[src/rtl/bcd_freq_generator.sv]
// bcd_freq_generator
//   Converts an 8-digit packed-BCD frequency setpoint to binary and generates
//   exactly that many one-cycle test pulses per CLK_HZ-cycle window, together
//   with a one-second strobe aligned to those windows.
// Ports
//   CLOCK_50    system clock, rising edge
//   reset       synchronous, active-high
//   load        one-cycle request to apply bcd_freq (ignored while busy)
//   bcd_freq    packed BCD setpoint, digit 0 in [3:0]
//   busy        conversion in progress
//   err         last load rejected (bad nibble or above CLK_HZ)
//   freq_bin    active setpoint in binary
//   test_pulse  generated pulse, one cycle wide
//   one_hz      one-cycle strobe every CLK_HZ cycles
module bcd_freq_generator #(
    parameter int  CLK_HZ = 50_000_000,
    parameter int  DIGITS = 8,
    localparam int ACC_W  = $clog2(CLK_HZ + 1) + 1
) (
    input  logic                  CLOCK_50,
    input  logic                  reset,
    input  logic                  load,
    input  logic [4*DIGITS-1:0]   bcd_freq,
    output logic                  busy,
    output logic                  err,
    output logic [ACC_W-1:0]      freq_bin,
    output logic                  test_pulse,
    output logic                  one_hz
);
    // Conversion register is as wide as the BCD input: 10^D < 16^D, so even
    // a setpoint with bad nibbles cannot overflow it before the range check.
    localparam int CONV_W = 4 * DIGITS;
    localparam int IDX_W  = (DIGITS > 1) ? $clog2(DIGITS) : 1;

    localparam logic [CONV_W-1:0] MAX_F = CONV_W'(CLK_HZ);
    localparam logic [ACC_W-1:0]  HZ_A  = ACC_W'(CLK_HZ);
    localparam logic [ACC_W-1:0]  LAST  = ACC_W'(CLK_HZ - 1);

    typedef enum logic [1:0] {IDLE, CONV, CHECK} state_t;

    state_t             state, state_nxt;
    logic [CONV_W-1:0]  shadow;
    logic [CONV_W-1:0]  conv;
    logic [IDX_W-1:0]   idx;
    logic               bad;
    logic [3:0]         digit;
    logic               over;
    logic               cap_en, conv_en, commit, reject;
    logic [ACC_W-1:0]   acc, div, s;

    // Shadow shifts left each CONV cycle, so the current digit is always
    // the top nibble (MSB digit first).
    assign digit = shadow[CONV_W-1 -: 4];
    assign over  = bad || (conv > MAX_F);
    assign s     = acc + freq_bin;

    // FSM: state register
    always_ff @(posedge CLOCK_50) begin
        if (reset) state <= IDLE;
        else       state <= state_nxt;
    end

    // FSM: next state
    always_comb begin
        state_nxt = state;
        case (state)
            IDLE:    if (load) state_nxt = CONV;
            CONV:    if (idx == '0) state_nxt = CHECK;
            CHECK:   state_nxt = IDLE;
            default: state_nxt = IDLE;
        endcase
    end

    // FSM: outputs / datapath strobes
    always_comb begin
        busy    = (state != IDLE);
        cap_en  = (state == IDLE) && load;
        conv_en = (state == CONV);
        commit  = (state == CHECK) && !over;
        reject  = (state == CHECK) && over;
    end

    // Sequential multiply-add: conv*10 + digit, with *10 as (x<<3)+(x<<1)
    always_ff @(posedge CLOCK_50) begin
        if (reset) begin
            shadow <= '0;
            conv   <= '0;
            idx    <= '0;
            bad    <= 1'b0;
        end else if (cap_en) begin
            shadow <= bcd_freq;
            conv   <= '0;
            idx    <= IDX_W'(DIGITS - 1);
            bad    <= 1'b0;
        end else if (conv_en) begin
            conv   <= (conv << 3) + (conv << 1) + CONV_W'(digit);
            shadow <= shadow << 4;
            idx    <= idx - IDX_W'(1);
            if (digit > 4'd9) bad <= 1'b1;
        end
    end

    // Pulse engine and one-second divider. A commit restarts both from zero
    // so every later CLK_HZ window holds exactly freq_bin pulses: the
    // accumulator returns to 0 after CLK_HZ steps of +freq_bin mod CLK_HZ.
    always_ff @(posedge CLOCK_50) begin
        if (reset) begin
            freq_bin   <= '0;
            err        <= 1'b0;
            acc        <= '0;
            div        <= '0;
            test_pulse <= 1'b0;
            one_hz     <= 1'b0;
        end else if (commit) begin
            freq_bin   <= conv[ACC_W-1:0];
            err        <= 1'b0;
            acc        <= '0;
            div        <= '0;
            test_pulse <= 1'b0;
            one_hz     <= 1'b0;
        end else begin
            if (reject) err <= 1'b1;
            if (s >= HZ_A) begin
                acc        <= s - HZ_A;
                test_pulse <= 1'b1;
            end else begin
                acc        <= s;
                test_pulse <= 1'b0;
            end
            one_hz <= (div == LAST);
            div    <= (div == LAST) ? '0 : div + ACC_W'(1);
        end
    end

endmodule
[config.mk]
export PLATFORM = sky130hd
export DESIGN_NAME = bcd_freq_generator
export DESIGN_NICKNAME = d
export VERILOG_FILES = /design/src/rtl/bcd_freq_generator.sv
export SDC_FILE = /design/constraint.sdc
export NUM_CORES = 1
export LEC_CHECK = 0
export ABC_AREA = 1
export CAP_MARGIN = 20
export CORE_AREA = 2 2 119 144
export CTS_BUF_LIST = sky130_fd_sc_hd__clkbuf_4
export CTS_CLUSTER_DIAMETER = 30
export DETAILED_ROUTE_END_ITERATION = 10
export DIE_AREA = 0 0 121 146
export DONT_BUFFER_PORTS = 1
export HOLD_SLACK_MARGIN = 0.03
export PLACE_DENSITY = 0.87
export RECOVER_POWER = 25
export REMOVE_ABC_BUFFERS = 1
export SLEW_MARGIN = 20
export SYNTH_ARGS = -nofsm -noshare
export SYNTH_HDL_FRONTEND = slang
export SYNTH_SLANG_ARGS = --single-unit
[constraint.sdc]
create_clock -name CLOCK_50 -period 3.45 [get_ports CLOCK_50]
set_input_delay 0.345 -clock CLOCK_50 [delete_from_list [all_inputs] [get_ports CLOCK_50]]
set_output_delay 0.345 -clock CLOCK_50 [all_outputs]
set_load 0.005 [all_outputs]
==> results of run 1 <==
-- flip-flops by register name, summed over array words and instances, names as in the netlist --
name / flops
conv: 32
shadow: 32
acc: 27
div: 27
freq_bin: 27
idx: 3
state: 2
bad: 1
err: 1
one_hz: 1
test_pulse: 1
-- cell usage after synthesis, drive strengths merged --
cell type	number
xor2	33
a21o	5
and2	6
inv	218
xnor2	13
o211ai	5
nand2	453
a31oi	33
ha	88
o21a	1
o22ai	1
o21bai	5
a21oi	120
nor2	171
nor3b	8
fa	3
or2	7
buf	4
a211oi	2
nor3	24
o21ai	76
nand3b	1
a21boi	1
nor4	10
clkinv	2
a221oi	2
nand4	26
o2111ai	1
nand3	79
dfxtp	154
clkbuf	32
and3	2
-- worst max-delay path, delay by kind of cell, from the launching register on --
family,cells,cell delay [ns]
AND/OR/NAND/NOR,4,0.36
adder cells (fa/ha/maj),2,0.98
buffers and inverters,1,0.06
XOR/XNOR,1,0.20
AO/OA/AOI/OAI,5,1.01
flip-flops,1,0.46
-- worst paths after layout --
path | startpoint | end | cells past startpoint
max | conv[0] | conv[26] | 13
min | reset | shadow[1] | 2
max reg2reg | conv[0] | conv[26] | 13
min reg2reg | div[0] | div[0] | 1
-- where the power goes --
part / leakage (nW) / internal (mW) / switching, mW
Combinational: 4.29 / 0.255 / 0.455
Sequential: 1.25 / 1.87 / 0.0789
Clock: 0.141 / 0.440 / 0.689
Total: 5.68 / 2.56 / 1.22
-- cell type report --
class	count	share of cell area
antenna	1	0.0002211
multi-input combinational	1177	0.5605
clock buffer	18	0.01194
inverter	220	0.07297
tap	212	0.02344
sequential	154	0.2724
timing repair buffer	54	0.04555
clock inverter	14	0.01294
-- cells by family after synthesis --
family / after synthesis
simple gates: 787
buf+inv: 256
compound gates: 252
flops: 154
fa+ha+maj: 91
xor+xnor: 46
-- through the flow --
step | setup slack, ns | util
detailed placement | 0.1719 | 0.6554
CTS | 0.1219 | 0.7001
global route | 0.01051 | 0.7010
global placement | 0.3154 | 0.6554
finish | 0.2719 | 0.7010
floorplan | -0.4356 | -
-- routing by layer --
layer  track usage  part of all wire  vias to the layer above  routed length (um)
li1              -                 -                     5227                   -
met4        0.1430             0.044                        0                1237
met2        0.5590              0.50                      381               13950
met3       0.05408             0.056                       99                1578
met5             0                 0                        -                   0
met1        0.3661              0.40                     4809               11310
-- repair_timing --
action | 4_1_cts | 5_1_grt
hold buffers | 43 | 0
resized for setup | 0 | 3
buffers inserted | 0 | 0
endpoints found under the setup margin | 0 | 15
endpoints found under the hold margin | 45 | 0
==> flow_summary_export.csv, run 1 <==
group,metric,value,unit
global_route,grt_usage,0.3154,
global_route,grt_pass1_vias,9942,
critical_path,worstPathMaxFanout,5,
synth,synth_top_family_by_area,"simple AND/OR/NAND/NOR gates",
layout,finalInstanceArea,11320,um2
route,via_per_inst,5.684,
route,drc,0,
power_and_ir_drop,p_leak,5.682,nW
layout,final_common_cell,"nand2_1",
placed_design,hpwl,19.92,mm
placed_design,placed_area,10580,um2
sta,fin_worst_skew,0.02463,ns
layout,multi_input_area,6344,um2
route,firstDrtPassIters,8,
power_and_ir_drop,irDropWorstVdd,0.3330,mV
sta,finalSetupTns,0,ns
layout,drive_gt1_frac,0.05498,
floorplanning,dieArea,17670,um2
critical_path,worstPathCellList,"fa_1 -> fa_1 -> nand3_1 -> nand2_1 -> a21oi_1 -> o21ai_0 -> nand2_1 -> nand2_1 -> a21oi_1 -> o21ai_0 -> xor2_1 -> o21ai_0 -> inv_1",
sta,slew_viol_final,0,
floorplanning,boundaryPins,66,
critical_path,end_kind,"register",
sta,post-route-min-period,3.178,ns
critical_path,slowest_delay,0.50,ns
synth,ys_top_cells_by_area,"dfxtp_1 (30%), nand2_1 (16%), ha_1 (11%)",
synth,synth_fa_ha_area_frac,0.1119,
outcome,outcome,"completed",
synth,synth-seq-cells,154,
floorplanning,initial_utilization,0.6425,
sta,period_share,0.9212,
placed_design,dpl.cell_count,1773,
job,max-cap-violations,0,
sta,fmax,314.7,MHz
clock_tree,path_clk_slew,0.14,ns
critical_path,worstPathRequired,3.89,ns
synth,synth-compound-area-share,0.1314,
synth,yosys-mux-area-fraction,0,
route,drt_iter0_markers,657,
clock_tree,cts_tree,"done",
power_and_ir_drop,p_per_area,334.4,nW/um2
sta,worst_slew_pin_slew,1.228,ns
layout,seqCellArea,3083,um2
synth,synth_cell_type_count,46,
critical_path,r2r_slack,0.27,ns
synth,yosys_warnings,0,
synth,syn-cell-area,10370,um2
clock_tree,clock_latency,0.56,ns
layout,syn_to_final_growth,9.107,%
synth,synthSimpleGateAreaFrac,0.3258,
critical_path,criticalPathCategory,"reg2reg",
critical_path,startpoint_type,"register",
synth,synth_xor_area_frac,0.03957,
floorplanning,placeableCoreArea,16140,um2
global_route,grt_max_degree,44,
placed_design,portBuffers,0,
sta,rsz0062_at_grt,"false",
route,routed_wl,28.08,mm
route,routed-via-count,10516,
power_and_ir_drop,total_power,3.785,mW
layout,final_cell_mix,"nand2_1 (438), inv_1 (211), nor2_1 (160)",
clock_tree,cts_max_path_buffers,2,
synth,yosysSeqAreaShare,0.2972,
sta,hold_ws,0.07320,ns
clock_tree,htree_num_levels,4,
global_route,grt_pass1_wl,45.55,mm
layout,nFillCells,1343,
layout,nets,1750,
synth,netlist.area_leader.share,0.2972,
placed_design,gp_congestion,0.9787,
synth,yosys.area.top_type,"dfxtp_1",
global_route,grt.overflow.total,0,
synth,synth_cells,1586,
critical_path,cp_slowest_cell,"fa_1",
route,antenna_left,0,
route,wl_per_cell,15.18,um
global_route,antenna_found_initial,1,
clock_tree,numCtsBuffers,17,
clock_tree,cts_root_buf,"clkbuf_4",
sta,timing_hold_violations_final,0,
floorplanning,die_h,146,um
floorplanning,die-width,121,um
worst_hold_path,hp-class,"in2reg",
layout,instances_no_fill,1850,
clock_tree,cts_sinks,154,
sta,slew-limit-headroom,0.1803,
floorplanning,num_rows,51,
sta,setup_violations,0,
synth,syn_avg_cell_area,6.540,um2
critical_path,crit_arrival,3.62,ns
No activity file was read; power rests on OpenSTA's default activity.
==> run 2: changes to the inputs <==
--- a/config.mk
+++ b/config.mk
@@ -19,3 +19,3 @@
 export REMOVE_ABC_BUFFERS = 1
-export SLEW_MARGIN = 20
+export SLEW_MARGIN = 30
 export SYNTH_ARGS = -nofsm -noshare
--- a/constraint.sdc
+++ b/constraint.sdc
@@ -3,2 +3,2 @@
 set_output_delay 0.345 -clock CLOCK_50 [all_outputs]
-set_load 0.005 [all_outputs]
+set_load 0.02 [all_outputs]
==> flow_summary_export.csv, run 2 (synthesized netlist as in run 1, its figures left out) <==
group,metric,value,unit
job,max-cap-violations,0,
clock_tree,cts_setup_buffers,0,
layout,drive_gt1_frac,0.05295,
worst_hold_path,hold-path-endpoint,"shadow[19]",
worst_hold_path,worstHoldStart,"reset",
floorplanning,dieArea,17670,um2
power_and_ir_drop,irDropWorstVdd,0.3369,mV
critical_path,cp_top_family,"compound AO/OA/AOI/OAI gates",
route,drt_iter0_markers,761,
critical_path,crit_buf_inv,1,
sta,worst_slew_pin_slew,0.9508,ns
floorplanning,boundaryPins,66,
clock_tree,cts_sinks,154,
floorplanning,die-width,121,um
sta,post-route-min-period,3.182,ns
route,routed_wl,27.41,mm
clock_tree,path_clk_slew,0.15,ns
layout,nets,1757,
global_route,grt_pass1_vias,9862,
clock_tree,clock_latency,0.58,ns
route,antenna_left,0,
critical_path,worstPathMaxFanout,5,
floorplanning,num_rows,51,
critical_path,worstPathCellList,"fa_1 -> fa_1 -> nand3_1 -> nand2_1 -> a21oi_1 -> o21ai_0 -> nand2_1 -> nand2_1 -> a21oi_1 -> o21ai_0 -> xor2_1 -> o21ai_0 -> inv_1",
floorplanning,die_h,146,um
layout,final_common_cell,"nand2_1",
critical_path,startpoint_type,"register",
sta,rsz0062_at_grt,"false",
placed_design,dpl.cell_count,1790,
clock_tree,cts_max_path_buffers,2,
sta,slew_viol_final,0,
critical_path,slowest_delay,0.50,ns
layout,final_cell_mix,"nand2_1 (438), inv_1 (210), nor2_1 (161)",
layout,top_regs,"conv: 32 flops, shadow: 32 flops",
power_and_ir_drop,p_per_area,358.4,nW/um2
global_route,antenna_found_initial,1,
critical_path,worstPathRequired,3.91,ns
critical_path,criticalPathCategory,"reg2reg",
floorplanning,placeableCoreArea,16140,um2
clock_tree,cts_root_buf,"clkbuf_4",
layout,multi_input_area,6339,um2
critical_path,end_kind,"register",
route,firstDrtPassIters,7,
global_route,grt.overflow.total,0,
placed_design,gp_congestion,1.019,
global_route,grt_max_degree,53,
global_route,grt_usage,0.3133,
layout,finalInstanceArea,11360,um2
placed_design,placed_area,10710,um2
power_and_ir_drop,total_power,4.073,mW
placed_design,hpwl,20.09,mm
clock_tree,numCtsBuffers,17,
sta,timing_hold_violations_final,0,
layout,instances_no_fill,1856,
placed_design,portBuffers,0,
sta,fin_worst_skew,0.02691,ns
power_and_ir_drop,p_leak,5.685,nW
clock_tree,cts_tree,"done",
layout,syn_to_final_growth,9.554,%
critical_path,cp_slowest_cell,"fa_1",
critical_path,r2r_slack,0.27,ns
sta,period_share,0.9224,
critical_path,rr_startpoint,"conv[0]",
critical_path,reg2reg_to,"conv[26]",
worst_hold_path,hp-class,"in2reg",
critical_path,crit_arrival,3.64,ns
layout,nFillCells,1374,
layout,seqCellArea,3083,um2
global_route,grt_pass1_wl,45.20,mm
route,via_per_inst,5.578,
sta,setup_violations,0,
route,drc,0,
floorplanning,initial_utilization,0.6425,
route,wl_per_cell,14.77,um
outcome,outcome,"completed",
clock_tree,htree_num_levels,4,
worst_hold_path,hold_depth,2,
route,routed-via-count,10353,
sta,fmax,314.2,MHz
critical_path,r2r_cells,13,
sta,slew-limit-headroom,0.3638,
[run 2: cell types whose count changed in the layout (fill, tap and decap cells not counted), sizes merged]
cell | before | now
clkbuf | 20 | 40
dlygate4sd3 | 42 | 32
bufinv | 2 | 6
buf | 10 | 7
clkinvlp | 4 | 1
clkinv | 7 | 6
inv | 221 | 220
[run 2: area by class of cell]
class,instances,share of cell area
Clock buffer,18,0.01189
Clock inverter,13,0.02136
Tap cell,212,0.02334
Timing Repair Buffer,61,0.04118
Sequential cell,154,0.2713
Multi-Input combinational cell,1177,0.5578
Inverter,220,0.07289
Antenna cell,1,0.0002202
[run 2: how the worst max path moves through the flow]
stage                           start       end  depth (start not counted)
after global routing          conv[0]  conv[26]                         13
after global placement    freq_bin[0]   acc[20]                         18
final                         conv[0]  conv[26]                         13
after floorplan              state[0]  conv[29]                          7
after CTS                 freq_bin[0]    acc[7]                         18
after detailed placement  freq_bin[0]    acc[7]                         18
[run 2: layer usage]
metal	global-route usage	vias up	wire length (um)
li1	-	5221	-
met1	0.3766	4731	11460
met2	0.5362	320	13350
met3	0.04741	81	1506
met4	0.1599	0	1086
met5	0	-	0
[run 2: timing repair]
item / in CTS / in global routing
endpoints found under the setup margin: 0 / 13
resized for setup: 0 / 3
hold buffers: 33 / 0
hold endpoints to repair: 45 / 0
[run 2: report_power, final]
group          switching [mW]  leakage (nW)  internal, mW
clock network           0.684         0.195         0.736
logic                   0.466          4.24         0.247
registers              0.0730          1.25          1.87
[run 2: stage by stage]
stage                     setup slack [ns]  TNS, ns  hold WS, ns  utilization
final                               0.2676        0      0.04535       0.7039
after global placement              0.3012        0       0.4182       0.6633
after CTS                           0.1465        0      0.03085       0.7077
after floorplan                    -0.4356   -12.27       0.4130            -
after detailed placement            0.1854        0       0.4197       0.6633
after global routing               0.01814        0      0.03008       0.7039
